===== config.mk =====
export PLATFORM = sky130hd
export DESIGN_NAME = tile_row_scroller
export DESIGN_NICKNAME = d
export VERILOG_FILES = /design/src/rtl/tile_row_scroller_pkg.sv /design/src/rtl/tile_row_scroller_lfsr.sv /design/src/rtl/tile_row_scroller.sv
export SDC_FILE = /design/constraint.sdc
export NUM_CORES = 1
export LEC_CHECK = 0
export ABC_CLOCK_PERIOD_IN_PS = 2600
export CORE_ASPECT_RATIO = 2
export CORE_MARGIN = 2
export CORE_UTILIZATION = 50
export DETAILED_ROUTE_END_ITERATION = 16
export HOLD_SLACK_MARGIN = 0.05
export MAX_ROUTING_LAYER = met4
export PLACE_DENSITY = 0.79
export SLEW_MARGIN = 20
export SYNTH_ARGS = -nofsm -noshare
export SYNTH_HDL_FRONTEND = slang
export SYNTH_SLANG_ARGS = --single-unit

===== constraint.sdc =====
create_clock -name clock -period 2.6 [get_ports clock]
set_clock_uncertainty 0.1 [all_clocks]
set_input_delay 0.26 -clock clock [delete_from_list [all_inputs] [get_ports clock]]
set_output_delay 0.26 -clock clock [all_outputs]
set_load 0.03 [all_outputs]

===== src/rtl/tile_row_scroller_pkg.sv =====
// rtl/tile_row_scroller_pkg.sv - lane codes, FSM states and the new-row code mapping
package tile_row_scroller_pkg;

    localparam int LANE_W = 3;

    localparam logic [LANE_W-1:0] LANE_NONE = 3'b000;
    localparam logic [LANE_W-1:0] LANE_K3   = 3'b001;
    localparam logic [LANE_W-1:0] LANE_K2   = 3'b010;
    localparam logic [LANE_W-1:0] LANE_K1   = 3'b011;
    localparam logic [LANE_W-1:0] LANE_K0   = 3'b100;

    typedef enum logic [1:0] {
        ST_IDLE     = 2'd0,
        ST_ARMED    = 2'd1,
        ST_WAIT     = 2'd2,
        ST_GAMEOVER = 2'd3
    } state_t;

    // Top two bits zero leave the row empty; otherwise the low bits pick a key lane.
    function automatic logic [LANE_W-1:0] lane_code(input logic [7:0] lfsr);
        logic [LANE_W-1:0] code;
        code = LANE_NONE;
        if (lfsr[7:6] != 2'b00) begin
            case (lfsr[1:0])
                2'b00:   code = LANE_K3;
                2'b01:   code = LANE_K2;
                2'b10:   code = LANE_K1;
                default: code = LANE_K0;
            endcase
        end
        return code;
    endfunction

endpackage


===== src/rtl/tile_row_scroller_lfsr.sv =====
// rtl/tile_row_scroller_lfsr.sv - 8-bit Fibonacci LFSR (taps 8,6,5,4) producing the next row code
module tile_lfsr
    import tile_row_scroller_pkg::*;
#(
    parameter logic [7:0] RESET_SEED = 8'hA5
) (
    input  logic              clock,
    input  logic              reset,
    input  logic              load,
    input  logic              advance,
    input  logic [7:0]        seed,
    output logic [LANE_W-1:0] code
);

    logic [7:0] lfsr;
    logic       feedback;

    assign feedback = lfsr[7] ^ lfsr[5] ^ lfsr[4] ^ lfsr[3];
    assign code     = lane_code(lfsr);

    always_ff @(posedge clock) begin
        if (reset) begin
            lfsr <= RESET_SEED;
        end else if (load) begin
            lfsr <= seed;
        end else if (advance) begin
            lfsr <= {lfsr[6:0], feedback};
        end
    end

endmodule


===== src/rtl/tile_row_scroller.sv =====
// rtl/tile_row_scroller.sv - scrolling tile field, checker handshake, score and lives
module tile_row_scroller
    import tile_row_scroller_pkg::*;
#(
    parameter int         NUM_LINES = 7,
    parameter int         SCORE_W   = 8,
    parameter int         LIVES     = 3,
    parameter logic [7:0] LFSR_SEED = 8'hA5
) (
    input  logic                        clock,
    input  logic                        reset,
    input  logic                        start,
    input  logic                        step,
    input  logic                        check_input_done,
    input  logic                        correct,
    input  logic                        incorrect,
    output logic                        check_input_go,
    output logic [LANE_W*NUM_LINES-1:0] lines,
    output logic [LANE_W-1:0]           line_6,
    output logic [SCORE_W-1:0]          score,
    output logic [2:0]                  lives,
    output logic                        game_over
);

    state_t            state, state_next;
    logic [LANE_W-1:0] rows [NUM_LINES];
    logic [LANE_W-1:0] new_code;
    logic              go_hold;
    logic              do_start, do_scroll, do_hit, do_dec;

    tile_lfsr #(.RESET_SEED(LFSR_SEED)) u_lfsr (
        .clock   (clock),
        .reset   (reset),
        .load    (do_start),
        .advance (do_scroll),
        .seed    (LFSR_SEED),
        .code    (new_code)
    );

    always_comb begin
        state_next = state;
        do_start   = 1'b0;
        do_scroll  = 1'b0;
        do_hit     = 1'b0;
        do_dec     = 1'b0;
        case (state)
            ST_IDLE, ST_GAMEOVER: begin
                if (start) begin
                    do_start   = 1'b1;
                    state_next = ST_ARMED;
                end
            end
            ST_ARMED: begin
                if (check_input_done) begin
                    if (correct) do_hit = 1'b1;
                    else if (incorrect) do_dec = 1'b1;
                    state_next = ST_WAIT;
                end
                // A step overrides the WAIT hand-off; a miss only counts when no result arrived.
                if (step) begin
                    do_scroll  = 1'b1;
                    state_next = ST_ARMED;
                    if (!check_input_done && rows[NUM_LINES-1] != LANE_NONE) do_dec = 1'b1;
                end
                if (do_dec && lives == 3'd1) state_next = ST_GAMEOVER;
            end
            ST_WAIT: begin
                if (step) begin
                    do_scroll  = 1'b1;
                    state_next = ST_ARMED;
                end
            end
            default: state_next = ST_IDLE;
        endcase
    end

    always_ff @(posedge clock) begin
        if (reset) begin
            state   <= ST_IDLE;
            go_hold <= 1'b0;
            score   <= '0;
            lives   <= 3'(LIVES);
            for (int k = 0; k < NUM_LINES; k++) rows[k] <= LANE_NONE;
        end else begin
            state   <= state_next;
            go_hold <= do_scroll;
            if (do_start) begin
                score <= '0;
                lives <= 3'(LIVES);
                for (int k = 0; k < NUM_LINES; k++) rows[k] <= LANE_NONE;
            end else begin
                if (do_hit && score != {SCORE_W{1'b1}}) score <= score + SCORE_W'(1);
                if (do_dec && lives != 3'd0) lives <= lives - 3'd1;
                if (do_hit) rows[NUM_LINES-1] <= LANE_NONE;
                if (do_scroll) begin
                    for (int k = 1; k < NUM_LINES; k++) rows[k] <= rows[k-1];
                    rows[0] <= new_code;
                end
            end
        end
    end

    always_comb begin
        lines = '0;
        for (int k = 0; k < NUM_LINES; k++) lines[LANE_W*k +: LANE_W] = rows[k];
    end

    assign line_6         = rows[NUM_LINES-1];
    assign check_input_go = (state == ST_ARMED) && !go_hold;
    assign game_over      = (state == ST_GAMEOVER);

endmodule


==> metrics.md <==
| Metric | Value |
|---|---|
| Worst path arrival time | `1.92 ns` |
| Synth top area share | `27.3%` |
| Max-slew violations | `0` |
| ANT cells | `0` |
| Pwr Total | `1.74 mW` |
| CP max-delay cell | `clkdlybuf4s50_1` |
| Seq cells post-synth | `43` |
| # hold bufs at CTS | `0` |
| Share of cells above drive strength 1 | `8.51%` |
| Post-DR vias/cell | `5.32` |
| CP bufs+invs | `2` |
| Max-cap violation count | `0` |
| Tcrit/Tclk final | `87.6%` |
| Pleak | `1.03 nW` |
| Initial DRC Count | `23` |
| Synth area leader | `edfxtp_1` |
| Die width | `48.5 um` |
| H-tree levels | `2` |
| ANT nets after route | `0` |
| Worst-path clk slew | `0.08 ns` |
| Yosys cell types | `43` |
| Post-Route WL | `4.06 mm` |
| Max stage delay on crit path | `0.68 ns` |
| Maximum clock rate | `439 MHz` |
| Synth warnings | `0` |
| CTS tree | `built` |
| Core ar. | `3840 um^2` |
| Drt drc | `0` |
| DR WL/cell | `14.2 um` |
| Die Ht | `93.0 um` |
| Average cell area after synthesis | `10.5 um^2` |
| CP Cell Sequence | `inv_1 -> ha_1 -> nor2b_1 -> clkdlybuf4s50_1` |
| Synth-to-Final Area Change | `30.4%` |
| Most used DFF post-synth | `dfxtp_1` |
| Post-CTS Resized | `0` |
| Number of setup buffers added after CTS | `0` |
| Fin crit period | `2.28 ns` |
| Fin util | `67.2%` |
| Final setup violation count | `0` |
| Hold Crit Class | `reg2reg` |
| Via count | `1,522` |
| Post-Place Cells | `278` |
| Pin count of the biggest net entering global routing | `15` |
| Hpwl dp | `3.02 mm` |
| Final Hold Viols | `0` |
| FF/Latch Area | `1040 um^2` |
| Die area | `4510 um^2` |
| Multi-input gate area | `845 um^2` |
| Peak VDD IR | `830 uV` |
| Global route overflow | `0` |
| Slew HR | `56.3%` |
| Status | `finished clean` |
| Critical path class | `reg2out` |
| Final #Nets | `251` |
| Cell family with most CP delay | `buffers and inverters` |
| Final GP Congestion | `0.786` |
| Fin cells | `286` |
| Seq/Total Area, Yosys | `52.5%` |
| Initial Utilization | `51.6%` |
| Clk sinks | `43` |
| Slew @ Worst Pin | `0.654 ns` |
| Startpoint type of the worst setup path | `flop` |
| Number of synthesized flops with an enable pin | `18` |
| Async S/R FF share, synth | `0%` |
| RSZ-0062 raised after global routing | `false` |
| # rows | `32` |
| Filler cells | `335` |
| Largest cells by area after synthesis | `edfxtp_1, dfxtp_1, ha_1` |
| Syn_nets | `206` |
| Synth top cells by count | `dfxtp_1, nand2_1, edfxtp_1, and2_1, nor2_1` |
| Number of global-route vias before repair | `1,470` |
| CP Max Fanout | `9` |
| Initial antenna violation count | `0` |
| Clk buf depth | `2` |
| Post-synthesis cell area | `1980 um^2` |
| Critical Path RT | `2.24 ns` |
| Drt pass-1 iters | `4` |
| First-pass GRT wire length | `6.66 mm` |
| Cts bufs inserted | `5` |
| Top-count cell post-synth | `dfxtp_1` |
| Pwr dens | `673 nW/um^2` |
| TNS Setup | `0 ns` |
| IO buf count | `43` |
| Syn Inst Count | `189` |
| Crit end category | `output port` |
| Clk_lat worst skew | `0.30 ns` |
| Boundary Pins | `44` |
| GR Util All Layers | `19.8%` |
| CTS root buf | `clkbuf_8` |
-- power by group --
group	internal (mW)	leakage (nW)	switching [mW]	total [mW]
sequential	0.756	0.402	0.0327	0.789
clock	0.383	0.0644	0.238	0.621
combinational	0.130	0.559	0.198	0.328
-- worst paths after layout --
path | from | depth (start not counted) | endpoint | slack [ns]
setup / recovery | state[1] | 4 | check_input_go | 0.32
hold reg to reg | u_lfsr.lfsr[2] | 2 | u_lfsr.lfsr[3] | 0.38
setup reg to reg | state[0] | 4 | rows[0][1] | 0.64
hold / removal | u_lfsr.lfsr[2] | 2 | u_lfsr.lfsr[3] | 0.38
-- per-layer routing --
metal / vias up / GRT usage [%] / wire length (um)
met4: 0 / 11.4 / 99
li1: 753 / - / -
met1: 724 / 20.2 / 1600
met3: 8 / 3.67 / 134
met2: 37 / 35.2 / 2230
met5: - / - / 0
-- worst min-delay path, stage by stage, from the launching register on --
cell,delay (ns)
dfxtp_1,0.32
nand2_1,0.06
a21oi_1,0.06
-- through the flow --
stage	instance area, um^2	setup slack [ns]	hold slack [ns]
CTS	2580	0.320	0.380
finish	2580	0.324	0.380
global route	2580	0.259	0.403
global placement	2450	0.611	0.350
floorplan	1980	0.744	0.330
detailed placement	2450	0.628	0.352
-- layout by cell type, fill, tap and decap left out, types with 3 or more instances in the layout --
master	instances
clkdlybuf4s50_1	43
dfxtp_1	25
nand2_1	19
edfxtp_1	18
and2_1	17
nor2_1	11
inv_1	10
a21oi_1	10
ha_1	10
nand3_1	5
xnor2_1	5
clkbuf_8	5
o21ai_0	4
buf_4	4
nor2b_1	3
a22oi_1	3
nand4_1	3
and3_1	3
o31ai_1	3
-- sequential cells by signal, summed over array words and instances, names as in the netlist --
signal	count
score	8
lives	3
rows	21
state	2
u_lfsr.lfsr	8
go_hold	1
-- logic make-up (layout without fill, tap and decap cells) --
group | Yosys count | after routing | synth area share, %
AND/OR/NAND/NOR | 71 | 71 | 18.9
flip-flops | 43 | 43 | 52.5
AO/OA/AOI/OAI | 38 | 38 | 13.7
buffers and inverters | 19 | 65 | 4.86
adder cells (fa/ha/maj) | 10 | 10 | 6.31
XOR/XNOR | 6 | 6 | 2.65
multiplexers | 2 | 2 | 1.01
-- final cells by class --
class                   instances  area share [%]
clock buffers                   5            2.66
clock inverters                 3            2.62
inverters                      10            1.45
multi-input cells             127            32.7
flip-flops and latches         43            40.3
well taps                      51            2.47
repair buffers                 47            17.8
Power figures use the tool's default switching activity.
==> RTL change 1: new RTL, same settings <==
`LANE_W`: 3 -> 6.
--- a/src/rtl/tile_row_scroller_pkg.sv
+++ b/src/rtl/tile_row_scroller_pkg.sv
@@ -1,7 +1,7 @@
 // rtl/tile_row_scroller_pkg.sv - lane codes, FSM states and the new-row code mapping
 package tile_row_scroller_pkg;
 
-    localparam int LANE_W = 3;
+    localparam int LANE_W = 6;
 
     localparam logic [LANE_W-1:0] LANE_NONE = 3'b000;
     localparam logic [LANE_W-1:0] LANE_K3   = 3'b001;
Interface: changed (resized line_6 and lines); port bits go from 44 to 68. No check against the original RTL was run, so the function may have changed too.
==> RTL change 1 against the original RTL <==
- worst setup slack worse by 0.0089 ns
- clock power decreased by 30%
- count of clock-buffer cells in the layout stayed put
- total power decreased by 7.7%
- final area grew 2.7%
- area after synthesis grew 11%
- sequential cell count is the same
- wire length shrank 0.15%
- critical endpoint unchanged
- highest routed layer unchanged
==> RTL change 1: results (changes against the original RTL) <==
clockRootBuffer: "clkbuf_8"
io_buffers: 43  # unchanged
hold_path.class: "register to register"
pre_cts_slack_ns: 0.621  # -0.00715 ns
grt_max_degree: 18  # +3
grt_util_met1_pct: 17.9  # -2.3 points
dr_wl_met3_um: 160  # +19%
finalWirelength_um: 4050  # -0.15%
track_usage_pct: 18.8  # -1.0 points
tightest_slew_ns: 0.630  # -0.0231 ns
dr.first_iter.drc_count: 32  # +39%
postPlaceCellArea_um2: 2560  # +4.6%
synthTopCellsByArea: "edfxtp_1 (25%), dfxtp_1 (23%), buf_4 (9.2%), ha_1 (5.7%), and2_1 (4.8%)"
ys_types: 44  # +2.3%
synthXorXnorAreaFrac_pct: 2.79  # +0.14 points
syn_area_per_cell_um2: 10.1  # -4.0%
p_leak_nw: 1.06  # +3.5%
ff2ff_path_depth: 8  # +4
vdd_drop_max_mv: 0.490  # -41%
largestRegisters: "rows x21, score x8, u_lfsr.lfsr x8"
hpwl_um: 3040  # +0.65%
synthFlopType: "dfxtp_1"
met3_usage_pct: 3.54  # -0.14 points
place.gp.congestion: 0.787  # +0.19%
status: "finished, final reports clean"
routed-wl-met2_um: 2240  # +0.54%
final_cell_count_no_fill: 316  # +10%
synth_common_cells: "buf_4 (27), dfxtp_1 (25), nand2_1 (21)"
cpLargestDelayFamily: "buffers and inverters"
synth_mux_area_share_pct: 0.456  # -0.55 points
yosysSeqAreaShare_pct: 47.4  # -5.1 points
via_count: 1605  # +5.5%
worstPathMaxFanout: 10  # +1
grt_pass1_wl_um: 6900  # +3.6%
final_nets: 278  # +11%
layout-drive-gt1-share_pct: 6.87  # -1.6 points
use_met2_pct: 33.0  # -2.2 points
synth_fa_ha_area_share_pct: 5.70  # -0.61 points
synth_compound_area_share_pct: 12.7  # -0.99 points
dp_cells: 308  # +11%
drt-met1-wl_um: 1510  # -5.5%
==> RTL change 1: cell count changes after synthesis, sizes merged, moves of 2 or more <==
cell / delta
a31oi: -2
o21ai: +3
clkbuf: -2
buf: +26
nand4: +2
o31ai: -2
a211oi: +2
==> RTL change 1: worst paths after layout <==
check | start | end | slack, ns
worst max register to register | state[0]$_SDFFE_PP0P_ | rows[0][1]$_SDFFCE_PN0P_ | 0.60
worst min register to register | u_lfsr.lfsr[2]$_SDFFE_PP1N_ | u_lfsr.lfsr[3]$_SDFFE_PP0N_ | 0.37
worst max-delay path | state[0]$_SDFFE_PP0P_ | check_input_go | 0.31
worst min-delay path | u_lfsr.lfsr[2]$_SDFFE_PP1N_ | u_lfsr.lfsr[3]$_SDFFE_PP0N_ | 0.37
==> RTL change 1: power by group <==
part           leakage, nW  switching [W]  internal, W
Combinational        0.619       0.000247     0.000132
Sequential           0.402      0.0000319     0.000756
Clock               0.0408       0.000245     0.000192
Total                 1.06       0.000523      0.00108
==> RTL change 1: worst reg2reg max path, cell delays in order (launching register included) <==
cell and delay [ns]:
dfxtp_1 0.39, inv_1 0.08, ha_1 0.35, nand2b_1 0.13
buf_4 0.19, nor2_1 0.06, buf_4 0.19, o21a_1 0.13
and2_1 0.16
==> RTL change 1: cells by family after synthesis <==
family / Yosys count
AOI/OAI and AO/OA: 37
other: 1
and+or+nand+nor: 76
muxes: 1
xor gates and xnor gates: 7
buffers and inverters: 43
adders and majority gates: 10
DFF: 43
==> RTL change 1: layout make-up <==
| class | count | area (um^2) |
|---|---|---|
| clock inverters | 3 | 23.8 |
| clock buffers | 5 | 68.8 |
| multi-input cells | 155 | 961 |
| repair buffers | 46 | 453 |
| fillers | 396 | 1640 |
| flip-flops and latches | 43 | 1040 |
| inverters | 10 | 37.5 |
| well taps | 54 | 67.6 |
==> RTL change 2: new RTL, same settings <==
Made on the original files. Register the output `check_input_go`, cleared by the reset; this adds one clock of latency there. The other outputs are not delayed to match.
--- a/src/rtl/tile_row_scroller.sv
+++ b/src/rtl/tile_row_scroller.sv
@@ -106,7 +106,13 @@
     end
 
     assign line_6         = rows[NUM_LINES-1];
-    assign check_input_go = (state == ST_ARMED) && !go_hold;
+    always_ff @(posedge clock) begin
+        if (reset) begin
+            check_input_go <= '0;
+        end else begin
+            check_input_go <= (state == ST_ARMED) && !go_hold;
+        end
+    end
     assign game_over      = (state == ST_GAMEOVER);
 
 endmodule
Check against the original RTL: not equivalent (a bounded check fails within 4 cycles, from zero or initial values and one cycle with reset high).
==> RTL change 2 against the original RTL <==
- maximum frequency rose by 12%
- worst setup slack improved by 0.24 ns
- count of clock-buffer cells in the layout did not move
- area after synthesis rose by 0.13%
- final cell count rose by 1.4%
- wire length fell by 3.3%
- total power fell by 5.1%
- sequential cell count rose by 1
- final area barely moved
- largest cell class unchanged
==> RTL change 2: results (changes against the original RTL) <==
synth_fp_nets: 208  # +0.97%
seqCellArea_um2: 1060  # +1.9%
status: "finished, final reports clean"
multi_input_cells: 128  # +0.79%
ys_types: 41  # -4.7%
yosysSeqAreaShare_pct: 53.5  # +0.94 points
worstPathMaxFanout: 14  # +5
synth_compound_area_share_pct: 13.2  # -0.52 points
nNonClkInverters: 12  # +2
min_delay_path_depth: 1  # -1
wl_per_cell_um: 13.5  # -4.7%
r2r_end: "rows[1][0]$_SDFFCE_PN0P_"
multi_input_area_share_pct: 32.5  # -0.18 points
ff2ff_path_depth: 6  # +2
via_count: 1537  # +0.99%
grt_max_degree: 16  # +1
synth_mux_area_share_pct: 0.504  # -0.51 points
cp_data_arrival_time_ns: 1.99  # +0.07 ns
pre_cts_slack_ns: 0.575  # -0.0529 ns
area_growth_pct: 30.3  # about the same
hold_end: "check_input_go$_SDFF_PP0_"
hold_ws_ns: 0.300  # -0.0800 ns
nonClkBufAreaFrac_pct: 17.8  # about the same
syn_inst: 191  # +1.1%
hpwl_um: 3050  # +0.77%
crit_path_max_incr_delay_ns: 0.41  # -0.27 ns
## RTL change 2: how the worst max path moves through the flow
stage	start	to	slack, ns	cells past startpoint
after global placement	state[0]$_SDFFE_PP0P_	rows[0][2]$_SDFFCE_PN0P_	0.61	6
after global routing	state[0]$_SDFFE_PP0P_	rows[0][0]$_SDFFCE_PN0P_	0.38	4
final	state[0]$_SDFFE_PP0P_	rows[1][0]$_SDFFCE_PN0P_	0.56	6
after CTS	state[0]$_SDFFE_PP0P_	rows[0][0]$_SDFFCE_PN0P_	0.56	4
after floorplan	state[0]$_SDFFE_PP0P_	rows[0][0]$_SDFFCE_PN0P_	0.70	4
after detailed placement	state[0]$_SDFFE_PP0P_	rows[0][0]$_SDFFCE_PN0P_	0.57	4
## RTL change 2: per-layer routing
layer  GRT usage (%)  vias up  share of wire (%)
met5               -        -                  0
met4            8.33        0                1.8
met3            3.83        7                2.8
met2            37.5       25                 59
met1            18.8      744                 37
li1                -      761                  -
